File: config.mk
export PLATFORM = sky130hd
export DESIGN_NAME = dual_core_mem_arbiter
export DESIGN_NICKNAME = d
export VERILOG_FILES = /design/src/rtl/mp_arb_pkg.sv /design/src/rtl/mp_rr_pick.sv /design/src/rtl/dual_core_mem_arbiter.sv
export SDC_FILE = /design/constraint.sdc
export NUM_CORES = 1
export LEC_CHECK = 0
export CAP_MARGIN = 40
export CORE_ASPECT_RATIO = 1.25
export CORE_MARGIN = 8
export CORE_UTILIZATION = 40
export DETAILED_ROUTE_END_ITERATION = 8
export GPL_TIMING_DRIVEN = 0
export PLACE_DENSITY = 0.81
export SYNTH_ARGS = -nofsm -noshare
export SYNTH_HDL_FRONTEND = slang
export SYNTH_HIERARCHICAL = 1
export SYNTH_SLANG_ARGS = --single-unit
File: constraint.sdc
create_clock -name clk -period 2.5 [get_ports clk]
set_input_delay 0.5 -clock clk [delete_from_list [all_inputs] [get_ports clk]]
set_output_delay 0.5 -clock clk [all_outputs]
set_load 0.02 [all_outputs]
File: src/rtl/mp_arb_pkg.sv
// Shared definitions for the dual-core memory arbiter: FSM state encoding,
// port select constants, statistics counter width and a saturating increment.
package mp_arb_pkg;

    // Arbiter sequencing states. Exposed on the arbiter's dbg_state output.
    typedef enum logic [1:0] {
        ST_IDLE  = 2'd0,
        ST_ISSUE = 2'd1,
        ST_WAIT  = 2'd2
    } arb_state_e;

    // Port select values used for grant, latched select and round-robin pointer.
    localparam logic PORT0 = 1'b0;
    localparam logic PORT1 = 1'b1;

    // Width of the optional statistics counters.
    localparam int STAT_W = 16;

    // Increment that sticks at all-ones instead of wrapping.
    function automatic logic [STAT_W-1:0] sat_inc(input logic [STAT_W-1:0] v);
        logic [STAT_W-1:0] r;
        r = v;
        if (v != {STAT_W{1'b1}}) begin
            r = v + 1'b1;
        end
        return r;
    endfunction

endpackage

File: src/rtl/mp_rr_pick.sv
// Two-way round-robin chooser. Purely combinational; the pointer register
// lives in the parent. rr_ptr names the port that wins a tie, so the parent
// moves it to the other port each time an access completes.
module mp_rr_pick
    import mp_arb_pkg::*;
(
    input  logic req0,
    input  logic req1,
    input  logic rr_ptr,
    output logic grant_valid,
    output logic grant_sel
);

    // A single requester always wins; a tie goes to the favoured port.
    always_comb begin
        grant_valid = req0 | req1;
        grant_sel   = PORT0;
        if (req0 && req1) begin
            grant_sel = rr_ptr;
        end else if (req1) begin
            grant_sel = PORT1;
        end
    end

endmodule

File: src/rtl/dual_core_mem_arbiter.sv
// Shares one single-port data RAM between two cores. Accesses are serialised
// IDLE -> ISSUE -> WAIT -> IDLE with round-robin tie breaking; the winning core
// gets a one-cycle ack (and read data) MEM_LATENCY cycles after mem_en.
//
// Handshake: a core raises reqN with weN/addrN/wdataN stable and holds them
// until ackN. ackN is a single-cycle pulse; rdataN is valid in that cycle and
// held until the next ackN. A req still high in the cycle after its ack is a
// new request. Requests are only sampled while the FSM is in IDLE.
//
// Optional build macro: ARB_STATS_EN adds live grant/conflict counters; when
// undefined the counter ports exist but are tied to zero.
// MEM_LATENCY legal range is 1..4.
module dual_core_mem_arbiter
    import mp_arb_pkg::*;
#(
    parameter int reg_width   = 12,
    parameter int addr_width  = 8,
    parameter int MEM_LATENCY = 1
) (
    input  logic                  clk,
    input  logic                  reset,
    input  logic                  req0,
    input  logic                  req1,
    input  logic                  we0,
    input  logic                  we1,
    input  logic [addr_width-1:0] addr0,
    input  logic [addr_width-1:0] addr1,
    input  logic [reg_width-1:0]  wdata0,
    input  logic [reg_width-1:0]  wdata1,
    output logic                  ack0,
    output logic                  ack1,
    output logic [reg_width-1:0]  rdata0,
    output logic [reg_width-1:0]  rdata1,
    output logic                  mem_en,
    output logic                  mem_we,
    output logic [addr_width-1:0] mem_addr,
    output logic [reg_width-1:0]  mem_wdata,
    input  logic [reg_width-1:0]  mem_rdata,
    output logic                  busy,
    output logic [STAT_W-1:0]     grant_cnt0,
    output logic [STAT_W-1:0]     grant_cnt1,
    output logic [STAT_W-1:0]     conflict_cnt,
    output arb_state_e            dbg_state
);

    localparam logic [2:0] LAT_LAST = 3'(MEM_LATENCY);

    arb_state_e            state;
    arb_state_e            state_nxt;
    logic [2:0]            lat_cnt;
    logic                  rr_ptr;
    logic                  sel_q;
    logic                  we_q;
    logic [addr_width-1:0] addr_q;
    logic [reg_width-1:0]  wdata_q;
    logic [reg_width-1:0]  rdata0_q;
    logic [reg_width-1:0]  rdata1_q;
    logic                  grant_valid;
    logic                  grant_sel;
    logic                  idle_grant;
    logic                  lat_done;

    mp_rr_pick u_pick (
        .req0        (req0),
        .req1        (req1),
        .rr_ptr      (rr_ptr),
        .grant_valid (grant_valid),
        .grant_sel   (grant_sel)
    );

    assign idle_grant = (state == ST_IDLE) && grant_valid;
    assign lat_done   = (state == ST_WAIT) && (lat_cnt == LAT_LAST);

    // State register.
    always_ff @(posedge clk) begin
        if (!reset) begin
            state <= ST_IDLE;
        end else begin
            state <= state_nxt;
        end
    end

    // Next-state logic.
    always_comb begin
        state_nxt = state;
        case (state)
            ST_IDLE:  if (grant_valid) state_nxt = ST_ISSUE;
            ST_ISSUE: state_nxt = ST_WAIT;
            ST_WAIT:  if (lat_done) state_nxt = ST_IDLE;
            default:  state_nxt = ST_IDLE;
        endcase
    end

    // Latch the winner's request; these registers drive the RAM pins directly
    // and therefore hold their value between accesses.
    always_ff @(posedge clk) begin
        if (!reset) begin
            sel_q   <= PORT0;
            we_q    <= 1'b0;
            addr_q  <= '0;
            wdata_q <= '0;
        end else if (idle_grant) begin
            sel_q <= grant_sel;
            if (grant_sel == PORT1) begin
                we_q    <= we1;
                addr_q  <= addr1;
                wdata_q <= wdata1;
            end else begin
                we_q    <= we0;
                addr_q  <= addr0;
                wdata_q <= wdata0;
            end
        end
    end

    // Count cycles since mem_en; starts at 1 in the first WAIT cycle.
    always_ff @(posedge clk) begin
        if (!reset) begin
            lat_cnt <= '0;
        end else begin
            case (state)
                ST_ISSUE: lat_cnt <= 3'd1;
                ST_WAIT:  lat_cnt <= lat_done ? 3'd0 : lat_cnt + 3'd1;
                default:  lat_cnt <= lat_cnt;
            endcase
        end
    end

    // After a completion the other port is favoured on the next tie.
    always_ff @(posedge clk) begin
        if (!reset) begin
            rr_ptr <= PORT0;
        end else if (lat_done) begin
            rr_ptr <= (sel_q == PORT0) ? PORT1 : PORT0;
        end
    end

    // Strobes and read-data return. ack/mem_en are masked by reset so that an
    // access caught by reset never completes.
    always_comb begin
        mem_en = reset && (state == ST_ISSUE);
        ack0   = reset && lat_done && (sel_q == PORT0);
        ack1   = reset && lat_done && (sel_q == PORT1);
        rdata0 = (ack0 && !we_q) ? mem_rdata : rdata0_q;
        rdata1 = (ack1 && !we_q) ? mem_rdata : rdata1_q;
    end

    // Hold the last returned read data per port.
    always_ff @(posedge clk) begin
        if (!reset) begin
            rdata0_q <= '0;
            rdata1_q <= '0;
        end else begin
            rdata0_q <= rdata0;
            rdata1_q <= rdata1;
        end
    end

    assign mem_we    = we_q;
    assign mem_addr  = addr_q;
    assign mem_wdata = wdata_q;
    assign busy      = (state != ST_IDLE);
    assign dbg_state = state;

`ifdef ARB_STATS_EN
    logic [STAT_W-1:0] grant_cnt0_q;
    logic [STAT_W-1:0] grant_cnt1_q;
    logic [STAT_W-1:0] conflict_cnt_q;

    // Saturating grant and conflict counters.
    always_ff @(posedge clk) begin
        if (!reset) begin
            grant_cnt0_q   <= '0;
            grant_cnt1_q   <= '0;
            conflict_cnt_q <= '0;
        end else begin
            if (ack0) grant_cnt0_q <= sat_inc(grant_cnt0_q);
            if (ack1) grant_cnt1_q <= sat_inc(grant_cnt1_q);
            if ((state == ST_IDLE) && req0 && req1) begin
                conflict_cnt_q <= sat_inc(conflict_cnt_q);
            end
        end
    end

    assign grant_cnt0   = grant_cnt0_q;
    assign grant_cnt1   = grant_cnt1_q;
    assign conflict_cnt = conflict_cnt_q;
`else
    assign grant_cnt0   = '0;
    assign grant_cnt1   = '0;
    assign conflict_cnt = '0;
`endif

endmodule

Word-level counts from Yosys, hierarchy flattened
Cells that the tools add are included.
Word-level totals
  register bits after elaboration: 52
  bits of input ports: 58
  output and inout bits: 99
  word-level logic and storage cells: 44
Cells by class
  add/subtract/negate cells: 1
  equality and inequality tests: 5
  multiplexer cells: 13
  bitwise operators: 2
  reduce and logical (&&, ||, !) cells: 14
Operators with widths (count)
  $mux W12: 3
  $logic_and A1 B1 Y1: 9
  $mux W8: 1
  $pmux W2 S3: 1
  $pmux W3 S2: 1
  $mux W1: 4
  $mux W2: 2
  $ne A2 B2 Y1 const B: 2
  $reduce_bool A2 Y1: 2
  $add A3 B1 Y3 const B: 1
  $eq A3 B1 Y1 const B: 1
  $mux W3: 1
  $eq A2 B1 Y1 const B: 1
  $eq A2 B2 Y1 const B: 1
  $logic_not A2 Y1: 1
  $reduce_and A2 Y1: 1
  $logic_not A1 Y1: 1
  $not A1 Y1: 1
  $or A1 B1 Y1: 1

Longest topological paths before layout
Gate-level depths: netlist of run 1.
  depth after elaboration: 6
  gate-level depth with buffers: 8
  gate-level depth less buffers: 5

By module
The synthesis of run 1 kept the hierarchy.
By module, submodules not included
  dual_core_mem_arbiter: times used 1, cells each 330, area an instance 3002.9 um2, seq. area each 1041.0 um2
  mp_rr_pick: times used 1, cells each 3, area an instance 17.5 um2, seq. area each 0.0 um2

Worst setup path before layout of run 1
No wires, ideal clock.
  kind: register to output
  from: reg state[0], in the netlist dbg_state[0]
  to: out rdata0[0]
  arrival time: 1.932 ns
  data required time: 2.000 ns
  setup slack: 0.068 ns
  cell stages (with the launch flop): 9
  buffers on the path: 3
  cells stage by stage: dfxtp_1 inv_1 ha_1 and4b_1 buf_6 and2_4 buf_6 buf_6 o21ai_1
On the way
  word-level cells in the longest chain between the ends: 6
RTL lines
  start: declaration: RTL line dual_core_mem_arbiter.sv:48  | arb_state_e state;
  start signal: assignment: RTL line dual_core_mem_arbiter.sv:79  | state <= state_nxt;
  $eq A2 B2 Y1: RTL line dual_core_mem_arbiter.sv:72  | assign lat_done = (state == ST_WAIT) && (lat_cnt == LAT_LAST);
  $logic_and A1 B1 Y1: RTL line dual_core_mem_arbiter.sv:72
  $logic_and A1 B1 Y1 (2 in series): RTL line dual_core_mem_arbiter.sv:142  | ack0 = reset && lat_done && (sel_q == PORT0);
  $logic_and A1 B1 Y1: RTL line dual_core_mem_arbiter.sv:144  | rdata0 = (ack0 && !we_q) ? mem_rdata : rdata0_q;
  $mux W12: RTL line dual_core_mem_arbiter.sv:144
  end: declaration: RTL line dual_core_mem_arbiter.sv:32  | output logic [reg_width-1:0] rdata0,
No other way between the ends.

Final worst setup path of run 1
  from: reg state[0], in the netlist dbg_state[0]
  to: out rdata1[1]
On the way
  word-level cells in the longest chain between the ends: 6
RTL lines
  $eq A2 B2 Y1: RTL line dual_core_mem_arbiter.sv:72
  $logic_and A1 B1 Y1: RTL line dual_core_mem_arbiter.sv:72
  $logic_and A1 B1 Y1 (2 in series): RTL line dual_core_mem_arbiter.sv:143  | ack1 = reset && lat_done && (sel_q == PORT1);
  $logic_and A1 B1 Y1: RTL line dual_core_mem_arbiter.sv:145  | rdata1 = (ack1 && !we_q) ? mem_rdata : rdata1_q;
  $mux W12: RTL line dual_core_mem_arbiter.sv:145
  end: declaration: RTL line dual_core_mem_arbiter.sv:33  | output logic [reg_width-1:0] rdata1,
No other way between the ends.

==> results of run 1 <==
## worst paths after layout
check / depth (start not counted) / startpoint / endpoint
setup / recovery: 9 / dbg_state[0] / rdata1[1]
hold / removal: 2 / rdata0_q[1] / rdata0_q[1]
setup reg to reg: 7 / dbg_state[1] / mem_wdata[4]
hold reg to reg: 2 / rdata0_q[1] / rdata0_q[1]
## kinds of logic after synthesis
logic type | synth area share [%]
compound gates | 20.3
fa+ha+maj | 2.90
buf+inv | 20.7
flops | 34.5
mux | 10.4
other cells | 0.124
simple gates | 11.1
## layout make-up
cell class,instances,area [µm²],area share (%)
Tap cell,92,115,2.57
Buffer,72,526,11.7
Clock inverter,3,42.5,0.949
Inverter,28,108,2.40
Timing Repair Buffer,110,1000,22.4
Sequential cell,52,1050,23.4
Clock buffer,5,68.8,1.54
Multi-Input combinational cell,228,1570,35.0
## metal layers
metal | wire length (µm) | part of all wire (%) | global-route usage [%] | vias to the layer above
met4 | 89 | 1.1 | 4.03 | 0
li1 | - | - | - | 1361
met3 | 905 | 11 | 7.28 | 9
met5 | 0 | 0 | 0 | -
met2 | 4240 | 52 | 28.3 | 98
met1 | 2930 | 36 | 14.5 | 1178
## state kept, by name, indices dropped and copies added (netlist names)
signal	count
mem_wdata	12
rdata0_q	12
rdata1_q	12
mem_addr	8
lat_cnt	3
dbg_state	2
mem_we	1
rr_ptr	1
sel_q	1
## timing repair
action | in CTS | in global routing
buffers inserted | 1 | 1
gates resized for setup | 115 | 19
endpoints found under the setup margin | 27 | 27
## worst min-delay path, cell delays in order, from the launching register on
cell and delay (ns):
dfxtp_1 0.31, inv_1 0.06, o31ai_1 0.07
## power groups by stage
stage          clock network (mW)  logic (mW)  registers (mW)
4_1_cts                     0.590        1.34            1.07
2_1_floorplan                   0       0.650            1.22
3_3_place_gp                    0        1.31            1.07
6_report                    0.571        1.36            1.08
3_5_place_dp                    0        1.33            1.08
5_1_grt                     0.624        1.49            1.10
## Yosys cell counts, types with 2 or more instances
cell type / instances / share of area (%)
a211oi_1: 21 / 5.2
mux2i_1: 27 / 8.9
buf_1: 2 / 0.25
nand3_1: 21 / 3.5
nor2_1: 24 / 3.0
o21ai_1: 21 / 3.5
and2_4: 2 / 0.58
clkbuf_1: 8 / 0.99
buf_2: 7 / 1.2
inv_1: 27 / 3.4
nand2_1: 11 / 1.4
o31ai_4: 5 / 3.5
o21ai_0: 2 / 0.33
buf_6: 4 / 1.5
nor2b_1: 4 / 0.83
buf_4: 49 / 12
mux2_4: 3 / 1.5
ha_1: 7 / 2.9
and2_1: 3 / 0.62
a21oi_1: 4 / 0.66
dfxtp_1: 52 / 34
o31ai_1: 4 / 0.99
o31ai_2: 12 / 5.0
==> impl_metrics.toml, run 1 <==
[sta]
setup_tns_ns = 0
fin_crit_sh_pct = 96.8
slew-limit-headroom_pct = 60.3
setup_violations = 0
fin_ws_ns = 0.0808
clock_skew_ns = 0.00953
whs_ns = 0.471
hold_viol = 0
finalCriticalPeriod_ns = 2.42
grt_setup_unrepaired = "false"
max_freq_mhz = 413
drv_slew = 0
tightest_slew_ns = 0.595

[die]
die_x_um = 93.7
die-area_um2 = 10600
die_h_um = 113
initial_core_util_pct = 41.1
ios = 157
rows = 35
coreArea_um2 = 7360

[synth]
synth_area_um2 = 3020
yosysSeqAreaShare_pct = 34.5
async_flop_share_pct = 0
yosysWarnings = 6
syn-instance-count = 333
synth.ff_latch_count = 52
synth_edf_count = 0
syn_avg_cell_area_um2 = 9.07
synth_ff_type = "dfxtp_1"
synth_cell_types = 36

[route]
antenna_left = 0
vias = 2646
totalWireLength_mm = 8.17
drc = 0
dr.first_iter.drc_count = 79
drt_first_pass_iters = 4
vias_per_cell = 4.48
wire_per_inst_um = 13.8

[cts]
ctsHoldBuffers = 0
cts_buffer_depth = 2
clkTransAtPathRegs_ns = 0.10
cts-root-buf = "clkbuf_8"
cts_tree = "built"
clock-sinks = 52
htreeDepth = 2
clkLatencyLatePin_ns = 0.31
cts_inserted_buffers = 5

[place]
placed_cells = 580
routabilityCongestion = 0.822
place_ws_ns = -0.589
dpl_cell_area_um2 = 4390
io_buffers = 108
dp_hpwl_mm = 6.82

[worst_setup_path]
r2r_slack_ns = 0.69
cp-end-kind = "output port"
cp_common_cell = "buf_6"
critical_path_class = "reg -> out"
worstPathRequired_ns = 2.00
critPathBufInv = 5
arrival_ns = 1.92
crit_family = "buffers and inverters"
critPathSlowestCell = "dfxtp_4"
crit_path_cell_trace = "inv_4 -> ha_4 -> and4b_1 -> buf_6 -> and2_4 -> buf_8 -> buf_6 -> o21ai_1 -> buf_4"
critical-path-max-stage-delay_ns = 0.39
worstPathMaxFanout = 10
cp-start-kind = "register"

[hold_path]
hp-class = "reg -> reg"

[pwr]
power_leakage_nw = 1.98
p_clk_share_pct = 19.0
powerDensity_nw_per_um2 = 672
switching_share_pct = 37.2
netSwitchingPower_mw = 1.12
p_int_mw = 1.89
combPwrFrac_pct = 45.2
finalPower_mw = 3.01
vdd_drop_max_mv = 0.371
power_frac_seq_pct = 35.8

[run_status]
status = "complete, no violations"

[global_routing]
grt_overflow = 0
grt_start_max_net_pins = 17
grt_pass1_vias = 2852
antenna_found_initial = 0
grt_pass1_wl_mm = 13.5
grt_usage_pct = 15.3

[job]
drv_cap = 0

[final_layout]
final_cell_area_um2 = 4480
final_nets = 562
final_common_cell = "clkdlybuf4s50_1"
final_layout_size_suffix_gt1_share_pct = 26.7
final_cell_mix = "81 x clkdlybuf4s50_1, 62 x buf_4, 48 x conb_1, 48 x dfxtp_1, 27 x mux2i_1"
fillCellCount = 667
antenna_cells = 0
utilization_pct = 60.9
stdcell_count = 590
area_growth_pct = 48.3
Power figures use the tool's default switching activity.
==> inputs of run 2 (changes only) <==
--- a/config.mk
+++ b/config.mk
@@ -12,6 +12,7 @@
 export DETAILED_ROUTE_END_ITERATION = 8
 export GPL_TIMING_DRIVEN = 0
 export PLACE_DENSITY = 0.81
+export SLEW_MARGIN = 0
 export SYNTH_ARGS = -nofsm -noshare
 export SYNTH_HDL_FRONTEND = slang
 export SYNTH_HIERARCHICAL = 1
==> results of run 2 <==
The final DEF is identical to that of run 1; final timing and power are the same.
==> inputs of run 3 (changes only) <==
--- a/config.mk
+++ b/config.mk
@@ -8,11 +8,12 @@
 export CAP_MARGIN = 40
 export CORE_ASPECT_RATIO = 1.25
 export CORE_MARGIN = 8
-export CORE_UTILIZATION = 40
+export CORE_UTILIZATION = 43
 export DETAILED_ROUTE_END_ITERATION = 8
+export GPL_ROUTABILITY_DRIVEN = 0
 export GPL_TIMING_DRIVEN = 0
-export PLACE_DENSITY = 0.81
-export SLEW_MARGIN = 0
+export PLACE_DENSITY = 0.86
+export SLEW_MARGIN = 10
 export SYNTH_ARGS = -nofsm -noshare
 export SYNTH_HDL_FRONTEND = slang
 export SYNTH_HIERARCHICAL = 1
==> constraint.sdc (replaced) <==
create_clock -name clk -period 2.83 [get_ports clk]
set_input_delay 0.566 -clock clk [delete_from_list [all_inputs] [get_ports clk]]
set_output_delay 0.566 -clock clk [all_outputs]
set_load 0.02 [all_outputs]
==> run 3 against run 2 <==
Effect of this change:
- total power fell by 12%
- clock skew fell by 0.0013 ns
- register-to-register slack improved by 0.38 ns
- flip-flop and latch count did not move
- core utilization rose by 3.8 points
- non-clock buffer count fell by 2
- cell count fell by 0.68%
- first-iteration DRC count fell by 43%
- via count rose by 1.8%
- sequential power fell by 13%
- setup slack improved by 0.020 ns
- sequential share of layout area barely moved
- critical path type unchanged
- critical endpoint is now rdata1[10]
==> impl_metrics.toml, run 3 (synthesis gave the netlist of run 1 again) <==
[worst_setup_path]
cp-end-kind = "output port"
cp-start-kind = "register"
worstPathMaxFanout = 10
critical_path_class = "reg -> out"
arrival_ns = 2.16
worstPathRequired_ns = 2.26

[cts]
cts_buffer_depth = 2
clkLatencyLatePin_ns = 0.31
cts-root-buf = "clkbuf_8"
clock-sinks = 52
htreeDepth = 2
cts_tree = "built"
cts_inserted_buffers = 5
cts_setup_buffers = 0
clkTransAtPathRegs_ns = 0.10
ctsHoldBuffers = 0

[final_layout]
final_layout_size_suffix_gt1_share_pct = 22.0
final_nets = 560
final_cell_mix = "81 x clkdlybuf4s50_1, 50 x dfxtp_1, 49 x buf_4"
area_growth_pct = 47.7
antenna_cells = 0
fillCellCount = 608
final_common_cell = "clkdlybuf4s50_1"
utilization_pct = 64.7

[global_routing]
grt_start_max_net_pins = 18
grt_pass1_vias = 2765
grt_usage_pct = 15.9
grt_pass1_wl_mm = 13.2
antenna_found_initial = 0
grt_overflow = 0

[pwr]
powerDensity_nw_per_um2 = 592
power_frac_seq_pct = 35.8
switching_share_pct = 37.5
p_clk_share_pct = 19.9
power_leakage_nw = 1.96
vdd_drop_max_mv = 0.347
netSwitchingPower_mw = 0.991
combPwrFrac_pct = 44.3
p_int_mw = 1.65

[place]
io_buffers = 108
dp_hpwl_mm = 6.83

[sta]
max_freq_mhz = 366
setup_tns_ns = 0
finalCriticalPeriod_ns = 2.73
whs_ns = 0.472
setup_violations = 0
fin_crit_sh_pct = 96.4
clock_skew_ns = 0.00825
hold_viol = 0
grt_setup_unrepaired = "false"
drv_slew = 0
tightest_slew_ns = 0.630
slew-limit-headroom_pct = 58.0

[route]
vias = 2694
wire_per_inst_um = 13.8
antenna_left = 0
drc = 0
totalWireLength_mm = 8.09
vias_per_cell = 4.60
dr.first_iter.drc_count = 45
drt_first_pass_iters = 4

[die]
coreArea_um2 = 6890
rows = 34
die_x_um = 91.0
initial_core_util_pct = 43.8
die_h_um = 110
die-area_um2 = 9980
ios = 157

[job]
drv_cap = 0

[hold_path]
hp-class = "reg -> reg"

[run_status]
status = "complete, no violations"
[run 3: repair_timing]
action | 4_1_cts | 5_1_grt
gates resized for setup | 38 | 24
hold endpoints to repair | 0 | 0
endpoints found under the setup margin | 27 | 23
[run 3: path summary, 6_finish.rpt]
kind         cells past startpoint             to         start  slack [ns]
min reg2reg                      2    rdata0_q[1]   rdata0_q[1]        0.47
max                              9     rdata1[10]  dbg_state[0]        0.10
min                              2    rdata0_q[1]   rdata0_q[1]        0.47
max reg2reg                      7  mem_wdata[10]  dbg_state[1]        1.07
[run 3: final cells by class]
| cell class | count | area, µm² | share of cell area, % |
|---|---|---|---|
| buffer | 72 | 520 | 11.7 |
| clock buffer | 5 | 68.8 | 1.54 |
| clock inverter | 3 | 46.3 | 1.04 |
| inverter | 28 | 105 | 2.36 |
| multi-input combinational | 228 | 1550 | 34.6 |
| sequential | 52 | 1040 | 23.4 |
| tap | 90 | 113 | 2.52 |
| timing repair buffer | 108 | 1020 | 22.9 |
[run 3: critical path: stages (launching register included)]
cell	delay [ns]
dfxtp_2	0.38
inv_2	0.07
ha_4	0.18
and4b_1	0.20
buf_6	0.13
and2_4	0.13
buf_8	0.13
buf_6	0.14
o21ai_1	0.13
dlygate4sd2_1	0.36
[run 3: power by group through the flow]
stage               Sequential, mW  Combinational [mW]  Clock (mW)
floorplan                     1.07               0.574           0
global placement             0.948                1.15           0
detailed placement           0.957                1.17           0
CTS                          0.943                1.17       0.550
global route                 0.963                1.28       0.572
finish                       0.945                1.17       0.527
[run 3: metrics by stage]
stage | instance area (µm²) | power [mW] | setup slack (ns) | cells
detailed placement | 4390 | 2.13 | -0.404 | 578
finish | 4460 | 2.64 | 0.101 | 586
CTS | 4490 | 2.67 | 0.0107 | 586
global placement | 4390 | 2.10 | -0.399 | 578
floorplan | 3200 | 1.65 | 0.332 | 380
global route | 4460 | 2.81 | 0.000805 | 586
[run 3: routing by layer]
layer	vias up	track usage (%)	wire length [µm]
li1	1363	-	-
met1	1208	15.8	2890
met2	117	29.0	4270
met3	6	7.51	854
met4	0	4.81	82
met5	-	0	0
